### src/rtl/polygon_area_shoelace.sv
// rtl/polygon_area_shoelace.sv - streamed shoelace sum giving twice the area of a simple polygon
module polygon_area_shoelace #(
    parameter int W = 11,
    parameter int VMAX = 16,
    localparam int NW = $clog2(VMAX + 1),
    localparam int ACC_W = 2 * W + 1 + $clog2(VMAX)
) (
    input  logic                clk,
    input  logic                rst_n,
    input  logic                start,
    input  logic [NW-1:0]       nverts,
    input  logic                in_valid,
    output logic                in_ready,
    input  logic signed [W-1:0] px,
    input  logic signed [W-1:0] py,
    output logic [ACC_W-1:0]    s,
    output logic                neg,
    output logic                err,
    output logic                valid,
    output logic                busy
);

    localparam logic [1:0] ST_IDLE   = 2'd0;
    localparam logic [1:0] ST_LOAD   = 2'd1;
    localparam logic [1:0] ST_CLOSE  = 2'd2;
    localparam logic [1:0] ST_FINISH = 2'd3;

    logic [1:0]          state_q, state_d;
    logic [NW-1:0]       nverts_q, nverts_d;
    logic [NW-1:0]       cnt_q, cnt_d;
    logic [ACC_W-1:0]    acc_q, acc_d;
    logic signed [W-1:0] fx_q, fx_d, fy_q, fy_d;
    logic signed [W-1:0] prx_q, prx_d, pry_q, pry_d;
    logic [ACC_W-1:0]    s_q, s_d;
    logic                neg_q, neg_d;
    logic                err_q, err_d;
    logic                valid_q, valid_d;

    logic signed [W-1:0]   bx, by;
    logic signed [2*W-1:0] p1, p2;
    logic signed [2*W:0]   diff;
    logic [ACC_W-1:0]      diff_ext;
    logic                  nverts_ok;

    // The "current" vertex is the incoming one while loading, the first one when closing.
    always_comb begin
        bx = (state_q == ST_LOAD) ? px : fx_q;
        by = (state_q == ST_LOAD) ? py : fy_q;
        p1 = prx_q * by;
        p2 = bx * pry_q;
        diff = (2*W+1)'(p1) - (2*W+1)'(p2);
        diff_ext = {{(ACC_W-2*W-1){diff[2*W]}}, diff};
        nverts_ok = (nverts >= NW'(3)) && (nverts <= NW'(VMAX));
    end

    always_comb begin
        state_d  = state_q;
        nverts_d = nverts_q;
        cnt_d    = cnt_q;
        acc_d    = acc_q;
        fx_d     = fx_q;
        fy_d     = fy_q;
        prx_d    = prx_q;
        pry_d    = pry_q;
        s_d      = s_q;
        neg_d    = neg_q;
        err_d    = err_q;
        valid_d  = 1'b0;
        case (state_q)
            ST_IDLE: begin
                if (start) begin
                    if (nverts_ok) begin
                        nverts_d = nverts;
                        acc_d    = '0;
                        cnt_d    = '0;
                        state_d  = ST_LOAD;
                    end else begin
                        valid_d = 1'b1;
                        err_d   = 1'b1;
                        s_d     = '0;
                        neg_d   = 1'b0;
                    end
                end
            end
            ST_LOAD: begin
                if (in_valid) begin
                    prx_d = px;
                    pry_d = py;
                    if (cnt_q == '0) begin
                        fx_d = px;
                        fy_d = py;
                    end else begin
                        acc_d = acc_q + diff_ext;
                    end
                    cnt_d = cnt_q + NW'(1);
                    if (cnt_q == nverts_q - NW'(1)) begin
                        state_d = ST_CLOSE;
                    end
                end
            end
            ST_CLOSE: begin
                acc_d   = acc_q + diff_ext;
                state_d = ST_FINISH;
            end
            default: begin
                s_d     = acc_q[ACC_W-1] ? (ACC_W'(0) - acc_q) : acc_q;
                neg_d   = acc_q[ACC_W-1];
                err_d   = 1'b0;
                valid_d = 1'b1;
                state_d = ST_IDLE;
            end
        endcase
    end

    always_ff @(posedge clk or negedge rst_n) begin
        if (!rst_n) begin
            state_q  <= ST_IDLE;
            nverts_q <= '0;
            cnt_q    <= '0;
            acc_q    <= '0;
            fx_q     <= '0;
            fy_q     <= '0;
            prx_q    <= '0;
            pry_q    <= '0;
            s_q      <= '0;
            neg_q    <= 1'b0;
            err_q    <= 1'b0;
            valid_q  <= 1'b0;
        end else begin
            state_q  <= state_d;
            nverts_q <= nverts_d;
            cnt_q    <= cnt_d;
            acc_q    <= acc_d;
            fx_q     <= fx_d;
            fy_q     <= fy_d;
            prx_q    <= prx_d;
            pry_q    <= pry_d;
            s_q      <= s_d;
            neg_q    <= neg_d;
            err_q    <= err_d;
            valid_q  <= valid_d;
        end
    end

    assign in_ready = (state_q == ST_LOAD);
    assign busy     = (state_q != ST_IDLE);
    assign s        = s_q;
    assign neg      = neg_q;
    assign err      = err_q;
    assign valid    = valid_q;

endmodule

### config.mk
export PLATFORM = sky130hd
export DESIGN_NAME = polygon_area_shoelace
export DESIGN_NICKNAME = d
export VERILOG_FILES = /design/src/rtl/polygon_area_shoelace.sv
export SDC_FILE = /design/constraint.sdc
export NUM_CORES = 1
export LEC_CHECK = 0
export ABC_AREA = 1
export CAP_MARGIN = 10
export CORE_ASPECT_RATIO = 0.6
export CORE_MARGIN = 3
export CORE_UTILIZATION = 30
export CTS_CLUSTER_DIAMETER = 150
export DETAILED_ROUTE_END_ITERATION = 10
export PLACE_DENSITY = 0.53
export RECOVER_POWER = 100
export SYNTH_ARGS = -nofsm -noshare
export SYNTH_HDL_FRONTEND = slang
export SYNTH_SLANG_ARGS = --single-unit
### constraint.sdc
create_clock -name clk -period 7.6 [get_ports clk]
set_input_delay 1.52 -clock clk [delete_from_list [all_inputs] [get_ports clk]]
set_output_delay 1.52 -clock clk [all_outputs]
set_load 0.005 [all_outputs]
==> impl_metrics.toml <==
[clock_network]
path_clk_slew_ns = 0.06
root_buffer = "clkbuf_16"
max-clock-path-buffers = 2
cts_tree = "yes"
htreeDepth = 4
cts_buffers = 17
cts_hold_buf = 0
clkLatencyLatePin_ns = 0.45
cts.sinks = 113

[timing]
tightest_slew_ns = 3.02
hold_violations = 0
finalCriticalPeriod_ns = 8.47
fin_ws_ns = -0.866
final-setup-viol-count = 18
finalSetupTns_ns = -10.48
slew_headroom_pct = -101
period_share_pct = 111
finalClockSkew_ns = 0.00971
rsz0062_at_grt = "yes"
max_freq_mhz = 118
maxSlewViolCount = 244

[place]
portBuffers = 62
gp_congestion = 0.984
hpwlAfterDp_microns = 52000
pre_cts_ws_ns = -2.02

[route]
num_vias = 15700
wirelength_microns = 62400
viasPerCell = 4.71
drc = 0
routedWlPerCell_microns = 18.7
final_antenna_net_count = 0
drt-initial-drc-count = 1320
first_pass_iters = 5

[synthesis]
avgSynthCellArea_sq_um = 7.98
synth_area_sq_um = 16900
synth_edf_count = 0
async_flop_share_pct = 100
syn_nets = 2547
synth.distinct_cells = 56
yosysWarnings = 0
synth_seq_cells = 113
synth_flop_cell = "dfrtp_1"
syn_inst = 2122
seq_area_frac_synth_pct = 16.7

[die]
die_h_microns = 190
die_w_microns = 313
coreArea_sq_um = 55000
initial_core_util_pct = 30.8
die-area_sq_um = 59500
placementRows = 66
ios = 63

[worst_setup_path]
crit_path_start_kind = "primary input"
r2r_slack_ns = -0.69
crit_slowest_cell = "fa_2"
end_kind = "flip-flop"
required_ns = 7.98
critPathMostFrequentCell = "fa_1"
cp_max_fo = 4
slowest_delay_ns = 0.55
arrival_ns = 8.84
crit_type = "in -> reg"

[run_status]
failed_checks = "capacitance limit, slew limit, setup timing"
status = "finished, violations left"

[finish]
num_antenna_cells = 0
fin_nets = 3002
utilization_pct = 44.4
drive_above_1_share_pct = 34.6
fillers = 5399
areaGrowthSynthToFinish_pct = 44.1

[global_routing]
first_global_vias = 16100
antenna_found_initial = 1
grt_pass1_wl_microns = 96200
grt_max_degree = 64
grt-ovfl-total = 0
track_usage_pct = 21.3

[job]
cap_violations = 5

[min_path]
hp-class = "reg -> reg"
-- cell type report --
class                           count  area, sq um  area share, %
Sequential cell                   113         2830           11.6
Timing Repair Buffer              472         4160           17.0
Inverter                          525         2000           8.19
Tap cell                          748          936           3.83
Multi-Input combinational cell   1448        13900           57.0
Clock buffer                       22          474           1.94
Clock inverter                      9          108          0.441
-- worst max-delay path, delay by kind of cell --
family | cells | cell delay, ns
AO/OA/AOI/OAI | 5 | 0.82
adder cells (fa/ha/maj) | 9 | 4.10
buffers and inverters | 11 | 0.83
AND/OR/NAND/NOR | 12 | 1.54
-- routing by layer --
layer	GRT usage, %	wire length, microns	vias up
li1	-	-	7318
met1	35.8	32300	7811
met2	26.8	23000	547
met3	5.92	6700	29
met4	2.30	310	0
met5	0	0	-
-- cells in the final DEF, fill, tap and decap left out, types with 17 or more instances in the layout --
cell type / n
o21ai_2: 23
inv_2: 85
ha_1: 70
nor2_4: 28
inv_1: 425
dfrtp_1: 113
fa_2: 33
nor2_1: 192
nand2_4: 19
o21ai_1: 32
a21oi_2: 28
o21ai_0: 98
ha_4: 40
a21oi_1: 32
fa_1: 243
nand2_1: 301
buf_12: 22
xor2_1: 23
nand3_1: 39
buf_4: 326
clkbuf_16: 17
dlygate4sd3_1: 32
nand2_2: 60
nor2_2: 35
buf_6: 62
-- registers in the layout, summed over array words and instances (netlist names) --
signal,count
err,1
cnt_q,5
acc_q,27
prx_q,11
s,27
nverts_q,5
state_q,2
fy_q,11
fx_q,11
neg,1
pry_q,11
valid,1
-- kinds of logic (layout without fill, tap and decap cells) --
family | count (synthesis) | count (layout) | share of synthesized area (%)
AOI/OAI and AO/OA | 279 | 279 | 9.31
DFF | 113 | 113 | 16.7
xor gates and xnor gates | 45 | 45 | 2.33
adders and majority gates | 394 | 394 | 41.3
buffers and inverters | 561 | 1028 | 12.7
and+or+nand+nor | 730 | 730 | 17.7
-- synthesized netlist by cell type, drive strengths merged, types with 2 or more instances --
cell    count  area [sq um]
or2         3          18.8
clkinv     11          41.3
a21boi      3          22.5
xor2       30           263
a21oi      74           393
clkbuf     15          57.6
o21bai      5          41.3
xnor2      15           131
nand4      12          87.6
o31ai       8          60.1
o32ai       2          25.0
a21o        5          37.5
o22ai       5          31.3
o211ai      3          27.5
nor4        3          18.8
o21ai     162           830
nor3       19           143
nand3      54           285
nor2      255           975
nor3b       2          15.0
nand2     381          1450
dfrtp     113          2830
inv       514          1930
a31oi       3          18.8
ha        118          1480
fa        276          5530
o41ai       4          50.1
buf        21           115
-- final timing paths --
kind	from	end	depth (start not counted)
min in group asynchronous	rst_n	nverts_q[1]$_DFFE_PN0P_	1
max in group asynchronous	rst_n	pry_q[1]$_DFFE_PN0P_	2
hold / removal	s[17]$_DFFE_PN0P_	s[17]$_DFFE_PN0P_	2
setup / recovery	py[2]	acc_q[25]$_DFFE_PN0P_	37
hold reg to reg	s[17]$_DFFE_PN0P_	s[17]$_DFFE_PN0P_	2
setup reg to reg	state_q[1]$_DFFE_PN0P_	acc_q[25]$_DFFE_PN0P_	37
-- metrics by stage --
step | instances | area [sq um] | hold slack, ns
floorplan | 2122 | 17300 | 0.453
global placement | 3225 | 21400 | 0.466
detailed placement | 3225 | 21400 | 0.467
CTS | 3306 | 23600 | 0.483
global route | 3337 | 24400 | 0.509
finish | 3337 | 24400 | 0.476
-- timing repair --
action                     4_1_cts  5_1_grt
gates resized for setup        396      191
setup endpoints to repair       21       21
setup buffers                   53       36
pin swaps                      165      135
gates cloned                     0        0
Power is not shown: default switching activity piles up to over one toggle a cycle in this logic, so the estimate is an artifact.
